File: config.mk
export PLATFORM = sky130hd
export DESIGN_NAME = dec_scan_sequencer
export DESIGN_NICKNAME = d
export VERILOG_FILES = /design/src/rtl/dec_scan_sequencer.sv
export SDC_FILE = /design/constraint.sdc
export NUM_CORES = 1
export LEC_CHECK = 0
export ABC_AREA = 1
export BUFFER_PORTS_ARGS = -buffer_cell sky130_fd_sc_hd__buf_2
export CAP_MARGIN = 5
export CORE_ASPECT_RATIO = 1.4
export CORE_MARGIN = 3
export CORE_UTILIZATION = 40
export CTS_CLUSTER_DIAMETER = 200
export DETAILED_ROUTE_END_ITERATION = 7
export GPL_TIMING_DRIVEN = 0
export PLACE_DENSITY = 0.63
export SYNTH_ARGS = -nofsm -noshare
export SYNTH_HDL_FRONTEND = slang
export SYNTH_SLANG_ARGS = --single-unit
File: constraint.sdc
create_clock -name clk -period 3.5 [get_ports clk]
set_input_delay 0.35 -clock clk [delete_from_list [all_inputs] [get_ports clk]]
set_output_delay 0.35 -clock clk [all_outputs]
set_load 0.02 [all_outputs]
File: src/rtl/dec_scan_sequencer.sv
// Channel scan sequencer for a downstream 4-to-16 decoder: walks the enabled
// channels of a captured mask, holding each for a programmable dwell.
module dec_scan_sequencer #(
    parameter int unsigned DWELL_W = 8
) (
    input  logic               clk,
    input  logic               rst_n,
    input  logic               start,
    input  logic               stop,
    input  logic [15:0]        mask,
    input  logic [DWELL_W-1:0] dwell,
    input  logic               continuous,
    output logic [3:0]         a,
    output logic               en,
    output logic               busy,
    output logic               done
);

    localparam int unsigned NCH = 16;
    localparam int unsigned AW  = 4;

    typedef enum logic [1:0] {IDLE, DWELL, FINISH} state_t;

    state_t             state;
    logic [NCH-1:0]     cap_mask;
    logic [DWELL_W-1:0] cap_dwell;
    logic               cap_cont;
    logic [DWELL_W-1:0] cnt;

    logic [NCH-1:0]     above_mask;
    logic               has_next;
    logic [AW-1:0]      next_idx;
    logic [AW-1:0]      wrap_idx;
    logic [AW-1:0]      start_idx;
    logic [DWELL_W-1:0] dwell_eff;

    // Index of the lowest set bit; 0 when no bit is set.
    function automatic logic [AW-1:0] lowest_idx(input logic [NCH-1:0] m);
        logic [AW-1:0] r;
        r = '0;
        for (int i = NCH - 1; i >= 0; i--) begin
            if (m[i]) r = AW'(i);
        end
        return r;
    endfunction

    // Next-channel search: captured-mask bits strictly above the current index.
    always_comb begin
        above_mask = cap_mask & ~((NCH'(2) << a) - NCH'(1));
        has_next   = |above_mask;
        next_idx   = lowest_idx(above_mask);
        wrap_idx   = lowest_idx(cap_mask);
        start_idx  = lowest_idx(mask);
        dwell_eff  = (dwell == '0) ? DWELL_W'(1) : dwell;
    end

    // cnt counts 1..cap_dwell for the current channel, so it never exceeds the
    // captured dwell and cannot wrap.
    always_ff @(posedge clk or negedge rst_n) begin
        if (!rst_n) begin
            state     <= IDLE;
            cap_mask  <= '0;
            cap_dwell <= '0;
            cap_cont  <= 1'b0;
            cnt       <= '0;
            a         <= '0;
            en        <= 1'b0;
            busy      <= 1'b0;
            done      <= 1'b0;
        end else begin
            done <= 1'b0;
            case (state)
                IDLE: begin
                    if (start && !stop) begin
                        cap_mask  <= mask;
                        cap_dwell <= dwell_eff;
                        cap_cont  <= continuous;
                        if (mask != '0) begin
                            state <= DWELL;
                            a     <= start_idx;
                            en    <= 1'b1;
                            busy  <= 1'b1;
                            cnt   <= DWELL_W'(1);
                        end else begin
                            state <= FINISH;
                            done  <= 1'b1;
                        end
                    end
                end
                DWELL: begin
                    if (stop) begin
                        state <= IDLE;
                        a     <= '0;
                        en    <= 1'b0;
                        busy  <= 1'b0;
                        cnt   <= '0;
                    end else if (cnt >= cap_dwell) begin
                        if (has_next) begin
                            a   <= next_idx;
                            cnt <= DWELL_W'(1);
                        end else if (cap_cont) begin
                            a   <= wrap_idx;
                            cnt <= DWELL_W'(1);
                        end else begin
                            state <= FINISH;
                            a     <= '0;
                            en    <= 1'b0;
                            busy  <= 1'b0;
                            cnt   <= '0;
                            done  <= 1'b1;
                        end
                    end else begin
                        cnt <= cnt + DWELL_W'(1);
                    end
                end
                FINISH: begin
                    state <= IDLE;
                end
                default: begin
                    state <= IDLE;
                    a     <= '0;
                    en    <= 1'b0;
                    busy  <= 1'b0;
                    cnt   <= '0;
                end
            endcase
        end
    end

endmodule

==> results.sh <==
export IMPL_outcome="complete, no violations"
export IMPL_r2r_end="cnt[0]$_DFFE_PN0P_"
export IMPL_cts_sinks=41
export IMPL_avgSynthCellArea_um2=6.916
export IMPL_synth_edf_count=0
export IMPL_wl_met1_um=2935
export IMPL_drt_wl_total_um=6840
export IMPL_synth_mux_area_share_pct=0.8021
export IMPL_clock_latency_ns=0.28
export IMPL_numCtsBuffers=5
export IMPL_end_kind="flip-flop"
export IMPL_via_count=2694
export IMPL_n_fill_cell=736
export IMPL_crit_fanout=7
export IMPL_fmax_mhz=357.6
export IMPL_post_cts_resized=0
export IMPL_hold_buffers=0
export IMPL_yosys_area_top_type_share_pct=36.54
export IMPL_cp_start_kind="flip-flop"
export IMPL_synthCells=406
export IMPL_ys_warn_count=0
export IMPL_drtIter0Drc=90
export IMPL_synthTopCellsByArea="dfrtp_1 (37%), nand2_1 (12%), inv_1 (8.6%)"
export IMPL_p_leak_nw=1.663
export IMPL_dr_wl_met3_um=233
export IMPL_grt_pass1_wl_um=11830
export IMPL_drc=0
export IMPL_ys_ff_latch=41
export IMPL_die_area_um2=8075
export IMPL_final_setup_viol_count=0
export IMPL_row_count=35
export IMPL_final_nets=487
export IMPL_ys_types=40
export IMPL_hold_viol_final=0
export IMPL_period_share_pct=79.89
export IMPL_synth_largest_area_cell="dfrtp_1"
export IMPL_timing_final_crit_period_ns=2.796
export IMPL_clockBufferDepth=2
export IMPL_synth_yosys_seq_area_share_pct=36.54
export IMPL_globalplace_congestion=0.8655
export IMPL_r2r_slack_ns=0.70
export IMPL_power_density_nw_per_um2=814.4
export IMPL_syn_num_nets=445
export IMPL_slew_viol_final=0
export IMPL_dr_max_layer_used="met4"
export IMPL_synth_simple_area_share_pct=31.06
export IMPL_diodes=0
export IMPL_ios=36
export IMPL_drive_above_1_share_pct=16.52
export IMPL_arrival_ns=2.97
export IMPL_final_cells=540
export IMPL_hpwlAfterDp_um=5531
export IMPL_areaGrowthSynthToFinish_pct=13.41
export IMPL_whs_ns=0.1948
export IMPL_crit_required_ns=3.67
export IMPL_gr_total_overflow=0
export IMPL_synth_adder_area_share_pct=4.456
export IMPL_setup_tns_ns=0
export IMPL_start_util_pct=41.90
export IMPL_cts_max_level=2
export IMPL_grt_antenna_before_repair=0
export IMPL_clk_pin_slew_ns=0.08
export IMPL_cts_root_buf="clkbuf_8"
export IMPL_syn_area_um2=2808
export IMPL_cts_tree="yes"
export IMPL_port_buffers=35
export IMPL_fp_dieH_um=105.1
export IMPL_rr_startpoint="a[1]$_DFFE_PN0P_"
export IMPL_synth_ff_type="dfrtp_1"
export IMPL_vias_per_cell=4.989
export IMPL_placed_area_um2=3098
export IMPL_wl_met2_um=3475
export IMPL_maxSlewHeadroom_pct=38.91
export IMPL_rsz0062_at_grt="no"
export IMPL_post_cts_buffers=0
export IMPL_synth_top_family_by_area="simple AND/OR/NAND/NOR gates"
export IMPL_cp_startpoint="a[1]$_DFFE_PN0P_"
export IMPL_dr_pass1_iters=4
export IMPL_ant_nets=0
export IMPL_grt_usage_pct=17.83
export IMPL_maxCapViolations=0
export IMPL_grt_max_degree=42
export IMPL_synthArstFlopShare_pct=100.0
export IMPL_synthXorXnorAreaFrac_pct=0.6239
export IMPL_finClkSkew_ns=0.002823
export IMPL_worst_setup_path_type="flip-flop to flip-flop"
export IMPL_final_common_cell="nand2_1"
export IMPL_core_um2=6700
export IMPL_die_w_um=76.81
export IMPL_worstHoldPathType="input pin to asynchronous set/reset pin"
export IMPL_tightest_slew_ns=0.9164
export IMPL_grt_pass1_vias=2670
export IMPL_reg2reg_depth=19
export IMPL_synth_compound_area_share_pct=15.20
export IMPL_fin_area_um2=3184
export IMPL_dp_cells=533
export IMPL_wire_per_inst_um=12.67
export IMPL_ir_drop_mv=0.3274
export IMPL_final_cell_mix="nand2_1 (91), inv_1 (64), dfrtp_1 (41)"
## where the power goes
group / total [mW] / switching, mW / internal, mW
clock: 0.311 / 0.154 / 0.157
sequential: 0.844 / 0.183 / 0.661
combinational: 1.44 / 0.924 / 0.514
## state kept, by name, indices dropped and copies added (netlist names)
name and count:
cap_cont 1, a 4, cnt 8, done 1, cap_dwell 8, cap_mask 16
state 2, busy 1
## synthesized netlist by cell type, drive strengths merged, types with 4 or more instances
| library cell | number |
|---|---|
| inv | 71 |
| nand4 | 6 |
| nor4 | 5 |
| nand3 | 26 |
| buf | 4 |
| a21oi | 26 |
| ha | 10 |
| nand2 | 98 |
| nor3 | 14 |
| o21ai | 39 |
| nor2 | 43 |
| clkbuf | 5 |
| dfrtp | 41 |
## area by class of cell
cell class / instances / area (um2) / share of cell area [%]
tap: 92 / 115.1 / 3.615
multi-input combinational: 284 / 1464 / 45.97
timing repair buffer: 35 / 175.2 / 5.501
sequential: 41 / 1026 / 32.22
buffer: 9 / 47.55 / 1.493
clock buffer: 7 / 86.33 / 2.711
inverter: 72 / 270.3 / 8.487
## metrics by stage
| step | power, mW | setup WS [ns] | util [%] |
|---|---|---|---|
| global placement | 2.265 | 0.7456 | 46.24 |
| detailed placement | 2.290 | 0.7406 | 46.24 |
| floorplan | 1.928 | 1.059 | - |
| finish | 2.593 | 0.7039 | 47.53 |
| CTS | 2.607 | 0.7166 | 47.53 |
| global route | 2.880 | 0.3323 | 47.53 |
## per-layer routing
layer | up-vias | GRT usage (%)
met3 | 17 | 2.672
met2 | 54 | 32.61
met4 | 0 | 6.347
met5 | - | 0
li1 | 1395 | -
met1 | 1228 | 20.77
## worst max-delay path by stage
stage,endpoint,depth (start not counted)
2_1_floorplan,a[1]$_DFFE_PN0P_,19
5_1_grt,a[2]$_DFFE_PN0P_,17
6_report,cnt[0]$_DFFE_PN0P_,19
4_1_cts,a[1]$_DFFE_PN0P_,19
3_3_place_gp,busy$_DFFE_PN0P_,19
3_5_place_dp,a[1]$_DFFE_PN0P_,19
## critical path, cell delays in order, from the launching register on
cell and delay, ns:
dfrtp_1 0.47, nor2_1 0.32, inv_1 0.15, nor2_1 0.11
inv_1 0.06, ha_1 0.25, nand3_1 0.18, a21oi_1 0.09
o21ai_1 0.11, nand2_1 0.09, inv_1 0.07, nand3_1 0.12
nor2_2 0.12, nand2_2 0.07, inv_2 0.09, nand3_2 0.09
nand2_2 0.13, o21ai_1 0.07, nand2_1 0.06, o21ai_1 0.06
## cells by family (layout without fill, tap and decap cells)
logic type / after synthesis / count (layout)
compound gates: 77 / 77
xor+xnor: 2 / 2
fa+ha+maj: 10 / 10
buf+inv: 81 / 123
flops: 41 / 41
mux: 2 / 2
simple gates: 193 / 193
Note: power is estimated with default switching activity, not from simulation.
